$ cat src/rtl/prog_load_controller_if.sv
`default_nettype none
// prog_load_controller_if: bus bundle linking the boot/debug sequencer to UART RX/TX,
// instruction/data memories and the pipeline control inputs. Rev 1.0
interface prog_load_controller_if #(
  parameter int IMEM_ADDR_W = 8,
  parameter int DMEM_ADDR_W = 8
);
  logic                   Enable_Instruction_Input;
  logic                   start;
  logic                   Enable_Data_Output;
  logic                   rx_valid;
  logic [7:0]             rx_byte;
  logic                   imem_we;
  logic [IMEM_ADDR_W-1:0] imem_addr;
  logic [31:0]            imem_wdata;
  logic                   cpu_rst;
  logic                   cpu_run;
  logic [DMEM_ADDR_W-1:0] dmem_raddr;
  logic [31:0]            dmem_rdata;
  logic                   tx_start;
  logic [7:0]             tx_byte;
  logic                   tx_busy;
  logic [IMEM_ADDR_W:0]   load_count;
  logic                   overflow;
  logic                   dump_done;

  modport master (
    input  Enable_Instruction_Input, start, Enable_Data_Output, rx_valid, rx_byte,
           dmem_rdata, tx_busy,
    output imem_we, imem_addr, imem_wdata, cpu_rst, cpu_run, dmem_raddr,
           tx_start, tx_byte, load_count, overflow, dump_done
  );

  modport slave (
    output Enable_Instruction_Input, start, Enable_Data_Output, rx_valid, rx_byte,
           dmem_rdata, tx_busy,
    input  imem_we, imem_addr, imem_wdata, cpu_rst, cpu_run, dmem_raddr,
           tx_start, tx_byte, load_count, overflow, dump_done
  );
endinterface
`default_nettype wire

$ cat src/rtl/prog_load_controller.sv
`default_nettype none
// prog_load_controller: UART program loader, core release and data-memory dump sequencer.
// Optional trailing XOR checksum byte via DUMP_CHECKSUM_EN. Rev 1.0
module prog_load_controller #(
  parameter int IMEM_ADDR_W = 8,
  parameter int DMEM_ADDR_W = 8,
  parameter int DUMP_WORDS  = 16
) (
  input  logic                   CLOCK_50,
  input  logic                   rst,
  prog_load_controller_if.master bus
);
  typedef enum logic [2:0] {
    IDLE      = 3'd0,
    LOAD      = 3'd1,
    ARMED     = 3'd2,
    RUN       = 3'd3,
    DUMP_RD   = 3'd4,
    DUMP_SEND = 3'd5,
    DUMP_WAIT = 3'd6,
    DONE      = 3'd7
  } state_t;

  localparam logic [DMEM_ADDR_W-1:0] LAST_WORD = DMEM_ADDR_W'(DUMP_WORDS - 1);

  state_t      state;
  logic [1:0]  byte_idx;
  logic [23:0] asm_lo;
  logic        rd_wait;
  logic [31:0] dump_word;
  logic [1:0]  lane;
  logic        wait_first;
  logic [7:0]  lane_byte;
`ifdef DUMP_CHECKSUM_EN
  logic [7:0]  csum;
  logic        csum_phase;
`endif

  always_comb begin
    lane_byte = dump_word[7:0];
    case (lane)
      2'd1:    lane_byte = dump_word[15:8];
      2'd2:    lane_byte = dump_word[23:16];
      2'd3:    lane_byte = dump_word[31:24];
      default: lane_byte = dump_word[7:0];
    endcase
  end

  always_ff @(posedge CLOCK_50) begin
    if (rst) begin
      state          <= IDLE;
      byte_idx       <= 2'd0;
      asm_lo         <= 24'd0;
      rd_wait        <= 1'b0;
      dump_word      <= 32'd0;
      lane           <= 2'd0;
      wait_first     <= 1'b0;
      bus.imem_we    <= 1'b0;
      bus.imem_addr  <= '0;
      bus.imem_wdata <= 32'd0;
      bus.cpu_rst    <= 1'b1;
      bus.cpu_run    <= 1'b0;
      bus.dmem_raddr <= '0;
      bus.tx_start   <= 1'b0;
      bus.tx_byte    <= 8'd0;
      bus.load_count <= '0;
      bus.overflow   <= 1'b0;
      bus.dump_done  <= 1'b0;
`ifdef DUMP_CHECKSUM_EN
      csum           <= 8'd0;
      csum_phase     <= 1'b0;
`endif
    end else begin
      bus.tx_start <= 1'b0;
      // Address/count advance after the write strobe so imem_addr is stable while imem_we is high.
      if (bus.imem_we) begin
        bus.imem_we    <= 1'b0;
        bus.imem_addr  <= bus.imem_addr + 1'b1;
        bus.load_count <= bus.load_count + 1'b1;
      end

      case (state)
        IDLE: begin
          if (bus.Enable_Instruction_Input) begin
            state          <= LOAD;
            bus.load_count <= '0;
            bus.imem_addr  <= '0;
            byte_idx       <= 2'd0;
            bus.overflow   <= 1'b0;
          end else if (bus.start) begin
            state       <= RUN;
            bus.cpu_rst <= 1'b0;
            bus.cpu_run <= 1'b1;
          end
        end

        LOAD: begin
          if (bus.rx_valid) begin
            case (byte_idx)
              2'd0: asm_lo[7:0]   <= bus.rx_byte;
              2'd1: asm_lo[15:8]  <= bus.rx_byte;
              2'd2: asm_lo[23:16] <= bus.rx_byte;
              default: begin
                // MSB of load_count set means every instruction word has been written.
                if (bus.load_count[IMEM_ADDR_W]) begin
                  bus.overflow <= 1'b1;
                end else begin
                  bus.imem_we    <= 1'b1;
                  bus.imem_wdata <= {bus.rx_byte, asm_lo};
                end
              end
            endcase
            byte_idx <= byte_idx + 2'd1;
          end
          if (!bus.Enable_Instruction_Input) state <= ARMED;
        end

        ARMED: begin
          if (bus.start) begin
            state       <= RUN;
            bus.cpu_rst <= 1'b0;
            bus.cpu_run <= 1'b1;
          end else if (bus.Enable_Instruction_Input) begin
            state          <= LOAD;
            bus.load_count <= '0;
            bus.imem_addr  <= '0;
            byte_idx       <= 2'd0;
            bus.overflow   <= 1'b0;
          end
        end

        RUN: begin
          if (bus.Enable_Data_Output) begin
            state          <= DUMP_RD;
            bus.cpu_run    <= 1'b0;
            bus.dmem_raddr <= '0;
            lane           <= 2'd0;
            rd_wait        <= 1'b0;
`ifdef DUMP_CHECKSUM_EN
            csum           <= 8'd0;
            csum_phase     <= 1'b0;
`endif
          end
        end

        DUMP_RD: begin
          rd_wait <= 1'b1;
          if (rd_wait) begin
            dump_word <= bus.dmem_rdata;
            state     <= DUMP_SEND;
          end
        end

        DUMP_SEND: begin
          if (!bus.tx_busy) begin
            bus.tx_start <= 1'b1;
            wait_first   <= 1'b1;
            state        <= DUMP_WAIT;
`ifdef DUMP_CHECKSUM_EN
            if (csum_phase) begin
              bus.tx_byte <= csum;
            end else begin
              bus.tx_byte <= lane_byte;
              csum        <= csum ^ lane_byte;
            end
`else
            bus.tx_byte <= lane_byte;
`endif
          end
        end

        DUMP_WAIT: begin
          // First cycle skipped: tx_busy may not have risen yet after tx_start.
          if (wait_first) begin
            wait_first <= 1'b0;
          end else if (!bus.tx_busy) begin
            if (lane != 2'd3) begin
              lane  <= lane + 2'd1;
              state <= DUMP_SEND;
            end else if (bus.dmem_raddr != LAST_WORD) begin
              bus.dmem_raddr <= bus.dmem_raddr + 1'b1;
              lane           <= 2'd0;
              rd_wait        <= 1'b0;
              state          <= DUMP_RD;
            end else begin
`ifdef DUMP_CHECKSUM_EN
              if (!csum_phase) begin
                csum_phase <= 1'b1;
                state      <= DUMP_SEND;
              end else begin
                state         <= DONE;
                bus.dump_done <= 1'b1;
              end
`else
              state         <= DONE;
              bus.dump_done <= 1'b1;
`endif
            end
          end
        end

        DONE: begin
          bus.dump_done <= 1'b1;
          bus.cpu_run   <= 1'b0;
          bus.cpu_rst   <= 1'b0;
        end

        default: state <= IDLE;
      endcase
    end
  end
endmodule
`default_nettype wire
$ cat src/flat_wrapper.sv
// flat-port wrapper written by rule: the top's interface ports become plain ports
module prog_load_controller_flat 
#(
  parameter int IMEM_ADDR_W = 8,
  parameter int DMEM_ADDR_W = 8,
  parameter int DUMP_WORDS  = 16
)
  (CLOCK_50, rst, bus_Enable_Instruction_Input, bus_start, bus_Enable_Data_Output, bus_rx_valid, bus_rx_byte, bus_dmem_rdata, bus_tx_busy, bus_imem_we, bus_imem_addr, bus_imem_wdata, bus_cpu_rst, bus_cpu_run, bus_dmem_raddr, bus_tx_start, bus_tx_byte, bus_load_count, bus_overflow, bus_dump_done);
  prog_load_controller_if #(.IMEM_ADDR_W(IMEM_ADDR_W), .DMEM_ADDR_W(DMEM_ADDR_W)) bus_i ();
  input  logic CLOCK_50;
  input  logic rst;
  input wire logic [$bits(bus_i.Enable_Instruction_Input)-1:0] bus_Enable_Instruction_Input;
  input wire logic [$bits(bus_i.start)-1:0] bus_start;
  input wire logic [$bits(bus_i.Enable_Data_Output)-1:0] bus_Enable_Data_Output;
  input wire logic [$bits(bus_i.rx_valid)-1:0] bus_rx_valid;
  input wire logic [$bits(bus_i.rx_byte)-1:0] bus_rx_byte;
  input wire logic [$bits(bus_i.dmem_rdata)-1:0] bus_dmem_rdata;
  input wire logic [$bits(bus_i.tx_busy)-1:0] bus_tx_busy;
  output wire logic [$bits(bus_i.imem_we)-1:0] bus_imem_we;
  output wire logic [$bits(bus_i.imem_addr)-1:0] bus_imem_addr;
  output wire logic [$bits(bus_i.imem_wdata)-1:0] bus_imem_wdata;
  output wire logic [$bits(bus_i.cpu_rst)-1:0] bus_cpu_rst;
  output wire logic [$bits(bus_i.cpu_run)-1:0] bus_cpu_run;
  output wire logic [$bits(bus_i.dmem_raddr)-1:0] bus_dmem_raddr;
  output wire logic [$bits(bus_i.tx_start)-1:0] bus_tx_start;
  output wire logic [$bits(bus_i.tx_byte)-1:0] bus_tx_byte;
  output wire logic [$bits(bus_i.load_count)-1:0] bus_load_count;
  output wire logic [$bits(bus_i.overflow)-1:0] bus_overflow;
  output wire logic [$bits(bus_i.dump_done)-1:0] bus_dump_done;
  assign bus_i.Enable_Instruction_Input = bus_Enable_Instruction_Input;
  assign bus_i.start = bus_start;
  assign bus_i.Enable_Data_Output = bus_Enable_Data_Output;
  assign bus_i.rx_valid = bus_rx_valid;
  assign bus_i.rx_byte = bus_rx_byte;
  assign bus_i.dmem_rdata = bus_dmem_rdata;
  assign bus_i.tx_busy = bus_tx_busy;
  assign bus_imem_we = bus_i.imem_we;
  assign bus_imem_addr = bus_i.imem_addr;
  assign bus_imem_wdata = bus_i.imem_wdata;
  assign bus_cpu_rst = bus_i.cpu_rst;
  assign bus_cpu_run = bus_i.cpu_run;
  assign bus_dmem_raddr = bus_i.dmem_raddr;
  assign bus_tx_start = bus_i.tx_start;
  assign bus_tx_byte = bus_i.tx_byte;
  assign bus_load_count = bus_i.load_count;
  assign bus_overflow = bus_i.overflow;
  assign bus_dump_done = bus_i.dump_done;
  prog_load_controller #(.IMEM_ADDR_W(IMEM_ADDR_W), .DMEM_ADDR_W(DMEM_ADDR_W), .DUMP_WORDS(DUMP_WORDS)) u_core (.CLOCK_50(CLOCK_50), .rst(rst), .bus(bus_i));
endmodule
$ cat config.mk
export PLATFORM = sky130hd
export DESIGN_NAME = prog_load_controller_flat
export DESIGN_NICKNAME = d
export VERILOG_FILES = /design/src/rtl/prog_load_controller_if.sv /design/src/rtl/prog_load_controller.sv /design/src/flat_wrapper.sv
export SDC_FILE = /design/constraint.sdc
export NUM_CORES = 1
export LEC_CHECK = 0
export ABC_CLOCK_PERIOD_IN_PS = 1700
export BUFFER_PORTS_ARGS = -buffer_cell sky130_fd_sc_hd__buf_2
export CAP_MARGIN = 20
export CORE_MARGIN = 4
export CORE_UTILIZATION = 54
export CTS_CLUSTER_DIAMETER = 60
export CTS_CLUSTER_SIZE = 14
export DETAILED_ROUTE_END_ITERATION = 6
export PLACE_DENSITY = 0.79
export RECOVER_POWER = 50
export SYNTH_ARGS = -nofsm -noshare
export SYNTH_HDL_FRONTEND = slang
export SYNTH_SLANG_ARGS = --single-unit
$ cat constraint.sdc
create_clock -name CLOCK_50 -period 1.7 [get_ports CLOCK_50]
set_input_delay 0.17 -clock CLOCK_50 [delete_from_list [all_inputs] [get_ports CLOCK_50]]
set_output_delay 0.17 -clock CLOCK_50 [all_outputs]
set_load 0.005 [all_outputs]
Word-level counts from Yosys, hierarchy flattened --
Cells that the tools add are included.
Storage, ports and cells: register bits 136, logic and storage cells 156
Cells by class: bitwise operators 6, reduce and logical (&&, ||, !) cells 29, eq/ne operators 31, muxes and demuxes 65, add/subtract/negate cells 5
Operator list (number):
- 8-bit 2-to-1 mux | 8
- 3-bit 2-to-1 mux | 11
- 8-bit one-hot mux with 2 select lines | 2
- 9-bit 2-to-1 mux | 3
- 2-bit inequality test (second input constant) | 12
- 8-bit one-hot mux with 3 select lines | 1
- 1-bit 2-to-1 mux | 21
- 3-bit one-hot mux with 7 select lines | 1
- 2-bit 2-to-1 mux | 9
- 9-bit one-hot mux with 2 select lines | 1
- 8-bit by 1-bit adder with 8-bit output (second input constant) | 2
- 3-bit AND reduction | 5
- 5-bit AND reduction | 3
- 3-bit equality test (second input constant) | 4
- 6-bit AND reduction | 2
- 9-bit by 1-bit adder with 9-bit output (second input constant) | 1
- 1-bit one-hot mux with 3 select lines | 3
- 9-bit AND reduction | 1
- 3-bit nonzero test | 3
- 8-bit by 4-bit inequality test with 1-bit output (second input constant) | 1
- 2-bit AND reduction | 4
- 7-bit nonzero test | 1
- 2-bit equality test (second input constant) | 3
- 3-bit by 2-bit equality test with 1-bit output (second input constant) | 2
- other kinds (19) | 32

Longest topological paths before layout --
depth after elaboration 6, gate-level depth with buffers 7, mapped depth without buffers 6

Least setup slack after synthesis --
Ideal clock, no wire load.
path kind register -> register, start point register u_core.bus.dmem_raddr[0], end point register u_core.bus.dmem_raddr[5], clock period less this slack 1.558 ns, buffers on the path 0, setup slack 0.142 ns, data required time 1.630 ns, arrival time 1.488 ns, cell stages (with the launch flop) 6, cell sequence dfxtp_1 -> ha_1 -> nand3_1 -> nor3_4 -> or4_1 -> a21oi_1
On the way: cells in the longest elaborated chain, start to end 6, elaborated cells on any way between the ends 9
Ends and longest elaborated chain:
- start, declared | RTL line prog_load_controller_if.sv:30 | output imem_we, imem_addr, imem_wdata, cpu_rst, cpu_run, dmem_raddr,
- start signal, assigned | RTL line prog_load_controller.sv:181 | bus.dmem_raddr <= bus.dmem_raddr + 1'b1;
- 8-bit by 1-bit adder with 8-bit output | RTL line prog_load_controller.sv:181
- 8-bit 2-to-1 mux | RTL line prog_load_controller.sv:180 | end else if (bus.dmem_raddr != LAST_WORD) begin
- 8-bit 2-to-1 mux | RTL line prog_load_controller.sv:177 | if (lane != 2'd3) begin
- 8-bit 2-to-1 mux | RTL line prog_load_controller.sv:176 | end else if (!bus.tx_busy) begin
- 8-bit 2-to-1 mux | RTL line prog_load_controller.sv:174 | if (wait_first) begin
- 8-bit one-hot mux with 2 select lines | RTL line prog_load_controller.sv:82 | case (state)
Several ways; a longest one is shown, not always the timed one. The select of a mux whose other input is x is not followed. A chain may end at the register's enable or synchronous reset.

Worst setup path in the final report --
start point register u_core.lane[0], end point register u_core.bus.tx_byte[3] in the netlist's numbering
On the way: cells in the longest elaborated chain, start to end 2, elaborated cells on any way between the ends 4
Ends and longest elaborated chain:
- start, declared | RTL line prog_load_controller.sv:31 | logic [1:0] lane;
- start signal, assigned | RTL line prog_load_controller.sv:178 | lane <= lane + 2'd1;
- 2-bit equality test or 2-bit by 1-bit equality test with 1-bit output (tied branches) | RTL line prog_load_controller.sv:41 | case (lane)
- 8-bit one-hot mux with 3 select lines * | RTL line prog_load_controller.sv:41
- end signal, assigned | RTL line prog_load_controller.sv:167 | bus.tx_byte <= lane_byte;
- end, declared | RTL line prog_load_controller_if.sv:31 | tx_start, tx_byte, load_count, overflow, dump_done
Mark *: on every way between the ends. The rest lies on a longest branch, timed or not.

==> run_results.csv <==
group,metric,value,unit
global_routing,globalRoute.totalOverflow,0,
clock_network,tritoncts,"yes",
timing,fmaxAchievable,594,MHz
clock_network,numCtsBuffers,17,
timing,max_slew_margin,65.8,%
place,number_of_buffers_inserted_by_port_buffering,117,
synth,synthDominantAreaCellType,"sky130_fd_sc_hd__dfxtp_1",
route,first_pass_iters,7,
hold_path,worstHoldPathType,"input port to register",
route,drt_wl_total,14900,um
synth,syn_inst_count,689,
clock_network,cts-root-to-sink-buffers,2,
route,maxUsedRoutingLayer,"met5",
die,core.rowCount,36,
die,die_area,12100,um^2
pwr,leakagePower,2.70,nW
clock_network,clock_sinks,136,
die,io_pins,118,
timing,clock-skew-final,0.00688,ns
pwr,internal_power,0.00598,W
timing,timing.final.setup_violations,0,
critical_path,cpMaxStageDelayCell,"sky130_fd_sc_hd__a222oi_1",
global_routing,first_global_vias,5137,
timing,tns,0,ns
final_layout,final-seq-area,2730,um^2
critical_path,crit_start,"u_core.lane[0]",
critical_path,kind_of_launch_point_of_the_worst_setup_path,"register",
final_layout,fillers,728,
timing,slew_violations,0,
place,place_area,6430,um^2
synth,synth-seq-area-share,48.4,%
critical_path,worstPathArrival,2.09,ns
die,die-width,110,um
synth,synth.avg_cell_area,8.17,um^2
critical_path,worstPathRequired,2.11,ns
critical_path,crit-reg2reg-launch,"u_core.lane[0]",
route,drt.antenna.violating_nets,0,
die,floorplan.die.height,110,um
global_routing,groute.usage.overall,25.1,%
die,floorplan.core_area,9950,um^2
pwr,share_clk_of_total_power,45.7,%
clock_network,clock_slew_seen_by_the_registers_of_the_worst_setup_and_hold_paths,0.06,ns
synth,synth_nets,747,
place,place_hpwl,9710,um
synth,synth.yosys.warnings,0,
pwr,p_comb_share,12.3,%
pwr,vdd_drop_max,0.576,mV
critical_path,slowest_cell_delay_on_critical_path,0.49,ns
synth,post_synth_num_cell_types,54,
synth,synth_seq_cells,136,
final_layout,fin_area,7410,um^2
hold_path,worstHoldStart,"bus_Enable_Instruction_Input",
synth,synth_enable_flop_cells,0,
route,met1Wirelength,5960,um
timing,finalCriticalPeriod,1.68,ns
route,drt-vias-per-instance,5.47,
pwr,switching_portion_of_total_power,24.9,%
timing,min_period_over_period,99.0,%
flow_run,max_capacitance_violation_total,0,
route,routed-wl-met2,7530,um
route,met3WireLength,1000,um
outcome,outcome,"complete, no violations",
synth,synth_largest_type_area_fraction,48.4,%
critical_path,worstPathCellList,"inv_1, ha_2, a222oi_1, o21ai_0, nand2_1, a21oi_1",
global_routing,antenna_found_initial,1,
global_routing,maximum_number_of_pins_on_one_net_before_global_route_repair,52,
route,vias,5455,
clock_network,root_buffer,"sky130_fd_sc_hd__clkbuf_8",
synth,dominantRegCellSynth,"sky130_fd_sc_hd__dfxtp_1",
critical_path,worstPathMaxFanout,8,
die,starting_density,56.5,%
route,wirelength_per_cell,15.0,um
place,weighted_congestion_at_the_end_of_routability_driven_global_placement,0.842,
clock_network,insertion_delay,0.53,ns
route,dr.first_iter.drc_count,551,
final_layout,share_of_post_route_cells_with_drive_strength_above_1,17.5,%
clock_network,htreeDepth,4,
final_layout,multiInputGateArea,2650,um^2
final_layout,number_of_nets_at_the_end_of_the_flow,908,
critical_path,setup.worst_path.class,"register to register",
pwr,net_switching,0.00198,W
synth,cell_area_synth,5630,um^2
global_routing,grt_first_pass_wirelength,23900,um
timing,hold_viol,0,
synth,async_reset_ff_share,0,%
route,drcViolationCount,0,
synth,synth_area_leaders,"sky130_fd_sc_hd__dfxtp_1 48%, sky130_fd_sc_hd__nand2_1 13%, sky130_fd_sc_hd__a21oi_1 9.8%, sky130_fd_sc_hd__nand3_1 2.9%, sky130_fd_sc_hd__ha_1 2.4%",
final_layout,area_growth_syn_to_layout,31.6,%
critical_path,end_kind,"register",
pwr,power.share.sequential,42.1,%
timing,worstMarginPinSlew,0.514,ns
pwr,cell_area_power_density,1070,nW/um^2
-- metal layers --
layer,global-route usage [%],vias up
li1,-,2676
met1,29.7,2517
met2,42.6,217
met3,6.52,43
met4,11.4,2
met5,0,-
-- registers in the layout, indices dropped and copies added (netlist names) --
register / cells
u_core.bus.imem_wdata: 32
u_core.lane: 2
u_core.bus.dmem_raddr: 8
u_core.wait_first: 1
u_core.bus.imem_we: 1
u_core.bus.load_count: 9
u_core.dump_word: 32
u_core.bus.dump_done: 1
u_core.rd_wait: 1
u_core.byte_idx: 2
u_core.bus.imem_addr: 8
u_core.asm_lo: 24
u_core.bus.tx_start: 1
u_core.state: 3
u_core.bus.overflow: 1
u_core.bus.cpu_rst: 1
u_core.bus.cpu_run: 1
u_core.bus.tx_byte: 8
-- per-stage QoR --
stage	utilization, %	std cells	hold WS (ns)	setup WS [ns]	power, W
global route	74.4	996	0.0735	-0.00676	0.00825
global placement	64.6	922	0.411	0.0922	0.00426
detailed placement	64.6	922	0.418	0.00702	0.00429
CTS	74.9	995	0.0362	0.000749	0.00800
floorplan	-	689	0.300	0.142	0.00400
finish	74.4	997	0.0631	0.0171	0.00796
-- power by group through the flow --
stage | Combinational (W) | Clock [W] | Sequential, W
5_1_grt | 0.00107 | 0.00381 | 0.00336
6_report | 0.000976 | 0.00363 | 0.00335
2_1_floorplan | 0.000613 | 0 | 0.00338
3_5_place_dp | 0.000875 | 0 | 0.00341
4_1_cts | 0.000972 | 0.00368 | 0.00334
3_3_place_gp | 0.000853 | 0 | 0.00341
-- cells in the mapped netlist, types with 6 or more instances --
| master | instances |
|---|---|
| sky130_fd_sc_hd__a21oi_1 | 110 |
| sky130_fd_sc_hd__ha_1 | 11 |
| sky130_fd_sc_hd__dfxtp_1 | 136 |
| sky130_fd_sc_hd__inv_1 | 13 |
| sky130_fd_sc_hd__o21ai_0 | 16 |
| sky130_fd_sc_hd__nor2_1 | 26 |
| sky130_fd_sc_hd__xnor2_1 | 6 |
| sky130_fd_sc_hd__and3_1 | 6 |
| sky130_fd_sc_hd__nand2_1 | 196 |
| sky130_fd_sc_hd__buf_2 | 9 |
| sky130_fd_sc_hd__a222oi_1 | 8 |
| sky130_fd_sc_hd__clkbuf_1 | 27 |
| sky130_fd_sc_hd__nand3_1 | 33 |
| sky130_fd_sc_hd__xor2_1 | 10 |
| sky130_fd_sc_hd__buf_4 | 7 |
-- path summary, 6_finish.rpt --
kind	slack (ns)	cells past startpoint	end
max	0.02	6	u_core.bus.tx_byte[3]
max reg2reg	0.02	6	u_core.bus.tx_byte[3]
min reg2reg	0.45	2	u_core.bus.tx_byte[6]
min	0.06	3	u_core.bus.cpu_run
-- timing repair --
| item | CTS | global route |
|---|---|---|
| setup buffers | 0 | 1 |
| gates resized for setup | 3 | 10 |
| hold buffers | 41 | 0 |
| pin swaps | 1 | 5 |
| setup endpoints to repair | 1 | 76 |
| hold endpoints to repair | 65 | 0 |
-- critical path: cells and delay by family (launching register included) --
kind,cells,cell delay (ns)
compound gates,3,0.70
flops,1,0.40
fa+ha+maj,1,0.27
buf+inv,1,0.11
simple gates,1,0.10
-- cell type report --
class,instances,share of cell area [%]
Inverter,13,0.659
Antenna cell,1,0.0338
Tap cell,133,2.25
Timing Repair Buffer,188,16.3
Sequential cell,136,36.8
Clock inverter,10,1.55
Clock buffer,22,6.52
Multi-Input combinational cell,494,35.8
-- logic make-up after synthesis --
| family | count (synthesis) | synth area share, % |
|---|---|---|
| AO/OA/AOI/OAI | 158 | 16.0 |
| XOR/XNOR | 16 | 2.49 |
| adder cells (fa/ha/maj) | 11 | 2.45 |
| buffers and inverters | 59 | 5.00 |
| flip-flops | 136 | 48.4 |
| multiplexers | 5 | 0.890 |
| AND/OR/NAND/NOR | 304 | 24.8 |
-- placed cells by master (no fill, tap or decap), drive strengths merged, types with 4 or more instances in the layout --
master       Yosys  layout
or3              4       4
ha              11      11
mux2i            5       5
a222oi           8       8
a21oi          110     110
xor2            10      10
nor2            26      26
o21ai           18      18
or4              5       5
o31ai            5       5
clkbuf          27      70
nand3           33      33
nor3             6       6
buf             19      99
nor4             4       4
dfxtp          136     136
dlygate4sd3      0      41
nand4            5       5
xnor2            6       6
inv             13      15
and3             6       6
nand2          196     196
Note: power is estimated with default switching activity, not from simulation.
